===== config.mk =====
export PLATFORM = sky130hd
export DESIGN_NAME = dbus_wb_bridge
export DESIGN_NICKNAME = d
export VERILOG_FILES = /design/src/rtl/dbus_wb_bridge.sv
export SDC_FILE = /design/constraint.sdc
export NUM_CORES = 1
export LEC_CHECK = 0
export BUFFER_PORTS_ARGS = -buffer_cell sky130_fd_sc_hd__buf_2
export CORE_MARGIN = 5
export CORE_UTILIZATION = 44
export CTS_CLUSTER_DIAMETER = 150
export DETAILED_ROUTE_END_ITERATION = 8
export PLACE_DENSITY = 0.8
export SLEW_MARGIN = 10
export SYNTH_ARGS = -nofsm -noshare
export SYNTH_HDL_FRONTEND = slang
export SYNTH_SLANG_ARGS = --single-unit

===== constraint.sdc =====
create_clock -name i_clk -period 1.6 [get_ports i_clk]
set_input_delay 0.32 -clock i_clk [delete_from_list [all_inputs] [get_ports i_clk]]
set_output_delay 0.32 -clock i_clk [all_outputs]
set_load 0.01 [all_outputs]

===== src/rtl/dbus_wb_bridge.sv =====
// dbus_wb_bridge: core dbus to Wishbone B4 classic single-access master; DBUS_WB_TIMEOUT_EN adds an ACCESS timeout
module dbus_wb_bridge #(
  parameter int          p_timeout  = 255,
  parameter logic [31:0] p_err_data = 32'h0000_0000
) (
  input  logic        i_clk,
  input  logic        i_rst,
  input  logic [31:0] dbus_addr,
  input  logic [3:0]  dbus_be,
  input  logic        dbus_wr_en,
  input  logic [31:0] dbus_wr_data,
  input  logic        dbus_rd_en,
  output logic [31:0] dbus_rd_data,
  output logic        dbus_busy,
  output logic        dbus_ack,
  output logic        o_bus_err,
  output logic [29:0] o_wb_adr,
  output logic [31:0] o_wb_dat,
  output logic [3:0]  o_wb_sel,
  output logic        o_wb_we,
  output logic        o_wb_cyc,
  output logic        o_wb_stb,
  input  logic [31:0] i_wb_dat,
  input  logic        i_wb_ack,
  input  logic        i_wb_err
);
  typedef enum logic {IDLE = 1'b0, ACCESS = 1'b1} state_t;
  localparam logic [15:0] tmo_last = 16'(p_timeout - 1);
  state_t state_q, state_d;
  logic [29:0] adr_d;
  logic [31:0] dat_d, rd_d;
  logic [3:0] sel_d;
  logic we_d, ack_d, err_d, capture, term, fail, timeout;
  logic unused;
  assign unused = ^{dbus_addr[1:0], tmo_last};
  assign o_wb_cyc = state_q == ACCESS;
  assign o_wb_stb = state_q == ACCESS;
  assign dbus_busy = state_q == ACCESS;
`ifdef DBUS_WB_TIMEOUT_EN
  logic [15:0] cnt_q;
  // cycles spent in ACCESS, cleared while idle so it starts at zero on entry
  always_ff @(posedge i_clk)
    if (i_rst) cnt_q <= '0;
    else cnt_q <= state_q == IDLE ? 16'd0 : cnt_q + 16'd1;
  assign timeout = state_q == ACCESS && cnt_q == tmo_last && !(i_wb_ack || i_wb_err);
`else
  assign timeout = 1'b0;
`endif
  // next state and next registered outputs; errors and timeouts take precedence over ack
  always_comb begin
    fail    = i_wb_err | timeout;
    term    = state_q == ACCESS && (i_wb_ack || fail);
    capture = state_q == IDLE && (dbus_wr_en || dbus_rd_en);
    state_d = capture ? ACCESS : term ? IDLE : state_q;
    adr_d   = capture ? dbus_addr[31:2] : o_wb_adr;
    dat_d   = capture ? dbus_wr_data : o_wb_dat;
    sel_d   = capture ? dbus_be : o_wb_sel;
    we_d    = capture ? dbus_wr_en : o_wb_we;
    ack_d   = term;
    err_d   = term & fail;
    rd_d    = term && !o_wb_we ? (fail ? p_err_data : i_wb_dat) : dbus_rd_data;
  end
  // state and output registers; reset abandons any WB cycle without an ack
  always_ff @(posedge i_clk)
    if (i_rst) begin
      state_q      <= IDLE;
      o_wb_adr     <= '0;
      o_wb_dat     <= '0;
      o_wb_sel     <= '0;
      o_wb_we      <= 1'b0;
      dbus_ack     <= 1'b0;
      o_bus_err    <= 1'b0;
      dbus_rd_data <= '0;
    end else begin
      state_q      <= state_d;
      o_wb_adr     <= adr_d;
      o_wb_dat     <= dat_d;
      o_wb_sel     <= sel_d;
      o_wb_we      <= we_d;
      dbus_ack     <= ack_d;
      o_bus_err    <= err_d;
      dbus_rd_data <= rd_d;
    end
endmodule


== After elaboration in Yosys (flattened, before gate mapping) ==
Cells that the tools add are included.
Cells by class
  multiplexer cells: 3
  bitwise operators: 2
  reduce and logical (&&, ||, !) cells: 7
Operators with widths (count)
  $mux 32: 1
  $logic_and 1x1->1: 3
  $logic_or 1x1->1: 2
  $mux 1: 2
  $reduce_bool 2->1: 1
  $and 1x1->1: 1
  $logic_not 1->1: 1
  $not 1->1: 1
Word-level totals
  word-level logic and storage cells: 20
  input bits: 106
  output and inout port bits: 104
  bits in registers: 102

== Logic depth before layout (Yosys ltp) ==
Gate-level depths: netlist (run 1).
  depth in word-level cells: 4
  depth in mapped cells: 5
  mapped depth without buffers: 3

== Least setup slack after synthesis (run 1) ==
No wires, ideal clock.
  path type: flip-flop to flip-flop
  start point: register state_q, in the netlist dbus_busy
  end point: register dbus_rd_data[13]
  period minus slack after synthesis: 1498 ps
  data required time: 1530 ps
  setup time: 70 ps
  path buffers: 2
  arrival time: 1428 ps
  path slack: 102 ps
  stages on the path, launching flop included: 6
  cells stage by stage: dfxtp_1 o21ai_2 buf_6 buf_6 or4b_1 a21oi_1
Between the ends
  word-level cells in the longest chain between the ends: 2
Ends and longest elaborated chain
  from (decl): RTL line 29  | state_t state_q, state_d;
  from (signal assigned): RTL line 75  | state_q <= state_d;
  $logic_and 1x1->1: RTL line 52  | term = state_q == ACCESS && (i_wb_ack || fail);
  $logic_and 1x1->1: RTL line 61  | rd_d = term && !o_wb_we ? (fail ? p_err_data : i_wb_dat) : dbus_rd_data;
  to (signal assigned): RTL line 82  | dbus_rd_data <= rd_d;
  to (decl): RTL line 13  | output logic [31:0] dbus_rd_data,
Every way passes these cells.
A chain may end at the register's enable or synchronous reset.

== Worst setup path after layout (run 1) ==
  start point: register o_wb_we
  end point: output o_wb_we
RTL lines
  from (decl): RTL line 20  | output logic o_wb_we,
  from (signal assigned): RTL line 79  | o_wb_we <= we_d;
No word-level cell between the ends.

==> run_results.csv, run 1 <==
group,metric,value,unit
detailed_routing,route.detailed.drc,0,
clock_network,cts.reportedPaths.clkPinSlew,0.10,ns
synthesis,netlist_top_cells_area,"dfxtp_1, nand2_1, a21oi_1, or4b_1, o21ai_0",
sta,hold_viol_final,0,
floorplan,fp-row-count,33,
synthesis,synthTopCellsByCount,"nand2_1, dfxtp_1, a21oi_1",
clock_network,cts_resized,0,
floorplan,die_w,102.5,um
placement,dp_cells,729,
detailed_routing,ant_nets,0,
cells_and_area,diodes,0,
clock_network,htreeDepth,3,
synthesis,synth_top_flop_cell,"dfxtp_1",
worst_setup_path,path_class,"register to primary output",
clock_network,root_buffer,"clkbuf_8",
clock_network,clock_path_buffers,2,
sta,fmax,0.6954,GHz
worst_hold_path,hp-start,"dbus_addr[28]",
worst_setup_path,required,1.28,ns
sta,clock_skew,0.01010,ns
worst_hold_path,hold_path_class,"input pin to register",
power_and_ir_drop,pwr-share-clk,0.306,
grt,overflow,0,
sta,max_slew_margin,0.8174,
detailed_routing,totalWireLength,10380,um
detailed_routing,wl_per_cell,13.96,um
worst_setup_path,crit_chain,"buf_12 -> buf_2",
floorplan,core-area,8258,um2
worst_setup_path,crit_path_start_kind,"register",
clock_network,insertion_delay,0.35,ns
cells_and_area,synthToLayoutAreaGrowth,37.08,%
synthesis,yosysMostFrequentCell,"nand2_1",
power_and_ir_drop,ir_worst_vdd,0.5834,mV
grt,grt_antenna_before_repair,0,
worst_setup_path,crit_fanout,66,
worst_setup_path,endpoint_kind,"primary output",
detailed_routing,dr.pass1.iters,4,
power_and_ir_drop,power.leakage,2.435,nW
synthesis,synthCells,449,
grt,grt_util_all_layers,0.1906,
sta,layout_setup_ws,0.1619,ns
sta,worst_pin_slew,0.2739,ns
sta,period_share,0.8988,
sta,drv_slew,0,
placement,place_ws,0.1457,ns
power_and_ir_drop,internal_power,0.003846,W
placement,hpwl,7604,um
clock_network,cts_sinks,102,
synthesis,ys_seq_area_frac,0.5427,
power_and_ir_drop,swShare,0.2688,
cells_and_area,post_route_cells_drive_above_1_share,0.3709,
worst_setup_path,cp_data_arrival_time,1.12,ns
worst_setup_path,slowest_stage,"dfxtp_1",
synthesis,yosysUniqueCellTypes,18,
floorplan,die_area,10500,um2
clock_network,cts_made_buffers,9,
clock_network,hold_buffers,0,
worst_setup_path,rrSetupSlack,0.20,ns
placement,placed_cell_area,4961,um2
run,max-cap-violations,0,
outcome,status,"completed",
cells_and_area,stdcell_area,5157,um2
floorplan,die_h,102.5,um
synthesis,synth_edf_count,0,
power_and_ir_drop,power_frac_comb,0.168,
floorplan,boundaryPins,210,
synthesis,synth_top_area_frac,0.5427,
synthesis,ys_ff_latch,102,
cells_and_area,final_cells,744,
sta,finalSetupViolations,0,
worst_setup_path,critPathMaxStageDelay,0.36,ns
synthesis,yosys_warnings,0,
synthesis,syn_area,3762,um2
detailed_routing,drtIter0Drc,116,
grt,grt_pass1_wl,16030,um
clock_network,cts_tree,"done",
synthesis,synth_area_per_cell,8.379,um2
sta,finalSetupTns,0,ns
sta,post-route-min-period,1.438,ns
detailed_routing,via_per_inst,5.007,
synthesis,synth_top_area_cell,"dfxtp_1",
detailed_routing,vias,3725,
power_and_ir_drop,seq_power_share,0.525,
grt,grt_max_degree,67,
power_and_ir_drop,power,0.005260,W
synthesis,syn_nets,555,
sta,rsz0062_at_grt,"no",
power_and_ir_drop,powerDensity,1020,nW/um2
placement,routabilityCongestion,0.7924,
cells_and_area,fin_nets,741,
power_and_ir_drop,p_sw,0.001414,W
worst_hold_path,hold_path_end,"o_wb_adr[26]",
worst_hold_path,min_path_cells,3,
worst_setup_path,regToRegStartpoint,"dbus_busy",
worst_setup_path,rr_worst_depth,4,
clock_network,postCtsSetupBuffers,0,
synthesis,async_reset_ff_frac,0,
floorplan,start_util,0.4556,
worst_setup_path,r2r-end,"dbus_rd_data[26]",
placement,port_buffers,207,
grt,grt_pass1_vias,3514,
[critical path: cells and delay by family (launching register included)]
family                 cells  cell delay, ns
buffers and inverters      2            0.40
flip-flops                 1            0.36
[through the flow]
stage               utilization  hold WS [ns]
CTS                      0.6245        0.1670
global route             0.6245        0.1824
global placement         0.6008        0.4391
finish                   0.6245        0.1878
detailed placement       0.6008        0.4441
floorplan                     -        0.4560
[cell usage in the layout (no fill, tap or decap), types with 2 or more instances in the layout]
master        n
clkbuf_8     10
buf_4         3
nor2_1        2
buf_2       207
buf_12        9
dfxtp_1     102
clkinvlp_4    2
o21ai_0      32
nand2_1     132
or4b_1       32
a21oi_1      98
[cells by family (layout without fill, tap and decap cells)]
logic type	count (synthesis)	in the layout	share of synthesized area
buffers and inverters	45	235	0.05154
and+or+nand+nor	167	167	0.2205
AOI/OAI and AO/OA	134	134	0.1826
DFF	102	102	0.5427
muxes	1	1	0.002661
[area by class of cell]
cell class / count / area (um2)
clock buffer: 10 / 137.6
sequential: 102 / 2042
inverter: 1 / 3.754
fill: 750 / 3100
tap: 105 / 131.4
multi-input combinational: 302 / 1545
timing repair buffer: 219 / 1239
clock inverter: 5 / 58.81
[registers in the layout (all words and copies together) (netlist names)]
name / flops
dbus_ack: 1
dbus_busy: 1
dbus_rd_data: 32
o_bus_err: 1
o_wb_adr: 30
o_wb_dat: 32
o_wb_sel: 4
o_wb_we: 1
[layer usage]
layer	global-route usage	part of all wire
met2	0.3371	0.50
met1	0.2147	0.38
met5	0	0
met3	0.04505	0.088
met4	0.09082	0.029
[worst max path at each step]
| stage | endpoint | startpoint | slack, ns |
|---|---|---|---|
| global route | o_wb_we | o_wb_we | 0.08 |
| CTS | o_wb_we | o_wb_we | 0.14 |
| finish | o_wb_we | o_wb_we | 0.16 |
| detailed placement | dbus_rd_data[20] | i_wb_err | 0.15 |
| floorplan | dbus_rd_data[13] | dbus_busy | 0.10 |
| global placement | dbus_rd_data[3] | i_wb_err | 0.20 |
[power groups by stage]
stage / registers (W) / clock network [W] / logic (W)
floorplan: 0.00290 / 0 / 0.000381
global placement: 0.00282 / 0 / 0.000869
detailed placement: 0.00282 / 0 / 0.000894
CTS: 0.00277 / 0.00167 / 0.000894
global route: 0.00278 / 0.00178 / 0.000981
finish: 0.00276 / 0.00161 / 0.000884
(Power assumes the default switching activity.)
==> run 2, diff against run 1 <==
- CORE_MARGIN: 5 -> 2
==> run_results.csv, run 2 (synthesized netlist as in run 1, its figures left out) <==
group,metric,value,unit
power_and_ir_drop,ir_worst_vdd,0.6458,mV
sta,rsz0062_at_grt,"no",
placement,hpwl,7081,um
grt,grt_use_met3,0.04810,
sta,finalSetupViolations,0,
run,max-cap-violations,0,
placement,place_ws,0.1426,ns
cells_and_area,final_common_cell,"buf_2",
placement,port_buffers,207,
detailed_routing,wl_per_cell,13.41,um
detailed_routing,ant_nets,0,
sta,hold_viol_final,0,
power_and_ir_drop,power,0.005219,W
sta,clock_skew,0.006547,ns
clock_network,cts_resized,0,
cells_and_area,fin_nets,743,
grt,overflow,0,
cells_and_area,post_route_cells_drive_above_1_share,0.3713,
detailed_routing,dr.pass1.iters,4,
sta,holdWs,0.2043,ns
clock_network,postCtsSetupBuffers,0,
sta,drv_slew,0,
worst_setup_path,endpoint_kind,"register",
sta,finalSetupTns,0,ns
worst_setup_path,crit_path_start_kind,"register",
sta,max_slew_margin,0.7507,
clock_network,root_buffer,"clkbuf_8",
sta,worst_pin_slew,0.3730,ns
worst_setup_path,path_class,"register to register",
sta,period_share,0.8955,
grt,grt_antenna_before_repair,0,
floorplan,core-area,8258,um2
floorplan,start_util,0.4556,
cells_and_area,synthToLayoutAreaGrowth,37.01,%
cells_and_area,final_util,0.6242,
power_and_ir_drop,powerDensity,1012,nW/um2
worst_setup_path,crit_fanout,25,
floorplan,boundaryPins,210,
worst_setup_path,required,1.86,ns
detailed_routing,totalWireLength,10000,um
power_and_ir_drop,power.leakage,2.441,nW
detailed_routing,via_per_inst,4.985,
grt,grt_pass1_vias,3410,
grt,grt_pass1_wl,14970,um
grt,grt_max_degree,67,
grt,busiest_layer,"met2",
floorplan,die_area,9306,um2
cells_and_area,diodes,0,
placement,routabilityCongestion,0.7613,
clock_network,htreeDepth,3,
floorplan,fp-row-count,33,
outcome,status,"completed",
cells_and_area,reg_top3,"dbus_rd_data: 32 flops, o_wb_dat: 32 flops, o_wb_adr: 30 flops",
clock_network,insertion_delay,0.34,ns
grt,grt_util_met2,0.3779,
floorplan,die_w,96.47,um
clock_network,clock_path_buffers,2,
detailed_routing,route.detailed.drc,0,
worst_hold_path,hold_path_class,"input pin to register",
grt,grt.met1_usage,0.2191,
sta,fmax,0.6980,GHz
clock_network,cts_sinks,102,
sta,post-route-min-period,1.433,ns
cells_and_area,mostFrequentLayoutCells,"buf_2, nand2_1, dfxtp_1",
clock_network,cts_tree,"done",
clock_network,cts.reportedPaths.clkPinSlew,0.09,ns
detailed_routing,vias,3719,
worst_setup_path,cp_data_arrival_time,1.69,ns
grt,grt_util_all_layers,0.2033,
clock_network,hold_buffers,0,
sta,layout_setup_ws,0.1673,ns
detailed_routing,drtIter0Drc,118,
clock_network,cts_made_buffers,9,
floorplan,die_h,96.47,um
-- run 2: changes by cell type in the layout (fill, tap and decap cells not counted) --
cell	delta
buf_12	-1
buf_4	+4
clkinv_2	+1
clkinvlp_4	-1
inv_6	-1
buf_2	-1
clkbuf_1	+1
-- run 2: where the power goes --
part	switching [W]	total [W]	internal, W
Clock	0.000812	0.00157	0.000754
Sequential	0.0000733	0.00277	0.00269
Combinational	0.000494	0.000886	0.000392
-- run 2: worst max-delay path, cell delays in order, from the launching register on --
cell and delay, ns:
dfxtp_1 0.39, o21ai_4 0.11, buf_12 0.17, or4b_1 0.49, a21oi_1 0.19
-- run 2: path summary, 6_finish.rpt --
kind / depth (start not counted) / slack, ns / end / start
setup / recovery: 4 / 0.17 / dbus_rd_data[23] / dbus_busy
hold / removal: 3 / 0.20 / o_wb_adr[23] / dbus_addr[25]
setup reg to reg: 4 / 0.17 / dbus_rd_data[23] / dbus_busy
hold reg to reg: 2 / 0.45 / o_wb_dat[6] / o_wb_dat[6]
-- run 2: layout make-up --
class | count | area [um2]
clock buffer | 11 | 141.4
clock inverter | 4 | 47.55
fill | 744 | 3103
timing repair buffer | 221 | 1244
tap | 105 | 131.4
inverter | 1 | 3.754
multi-input combinational | 302 | 1545
sequential | 102 | 2042
-- run 2: routing by layer --
layer	part of all wire	wire length [um]
met1	0.41	4117
met2	0.50	4967
met3	0.071	711
met4	0.021	206
met5	0	0
-- run 2: metrics by stage --
stage	instance area, um2	instances
floorplan	3762	449
global placement	4966	731
detailed placement	4966	731
CTS	5155	746
global route	5155	746
finish	5155	746
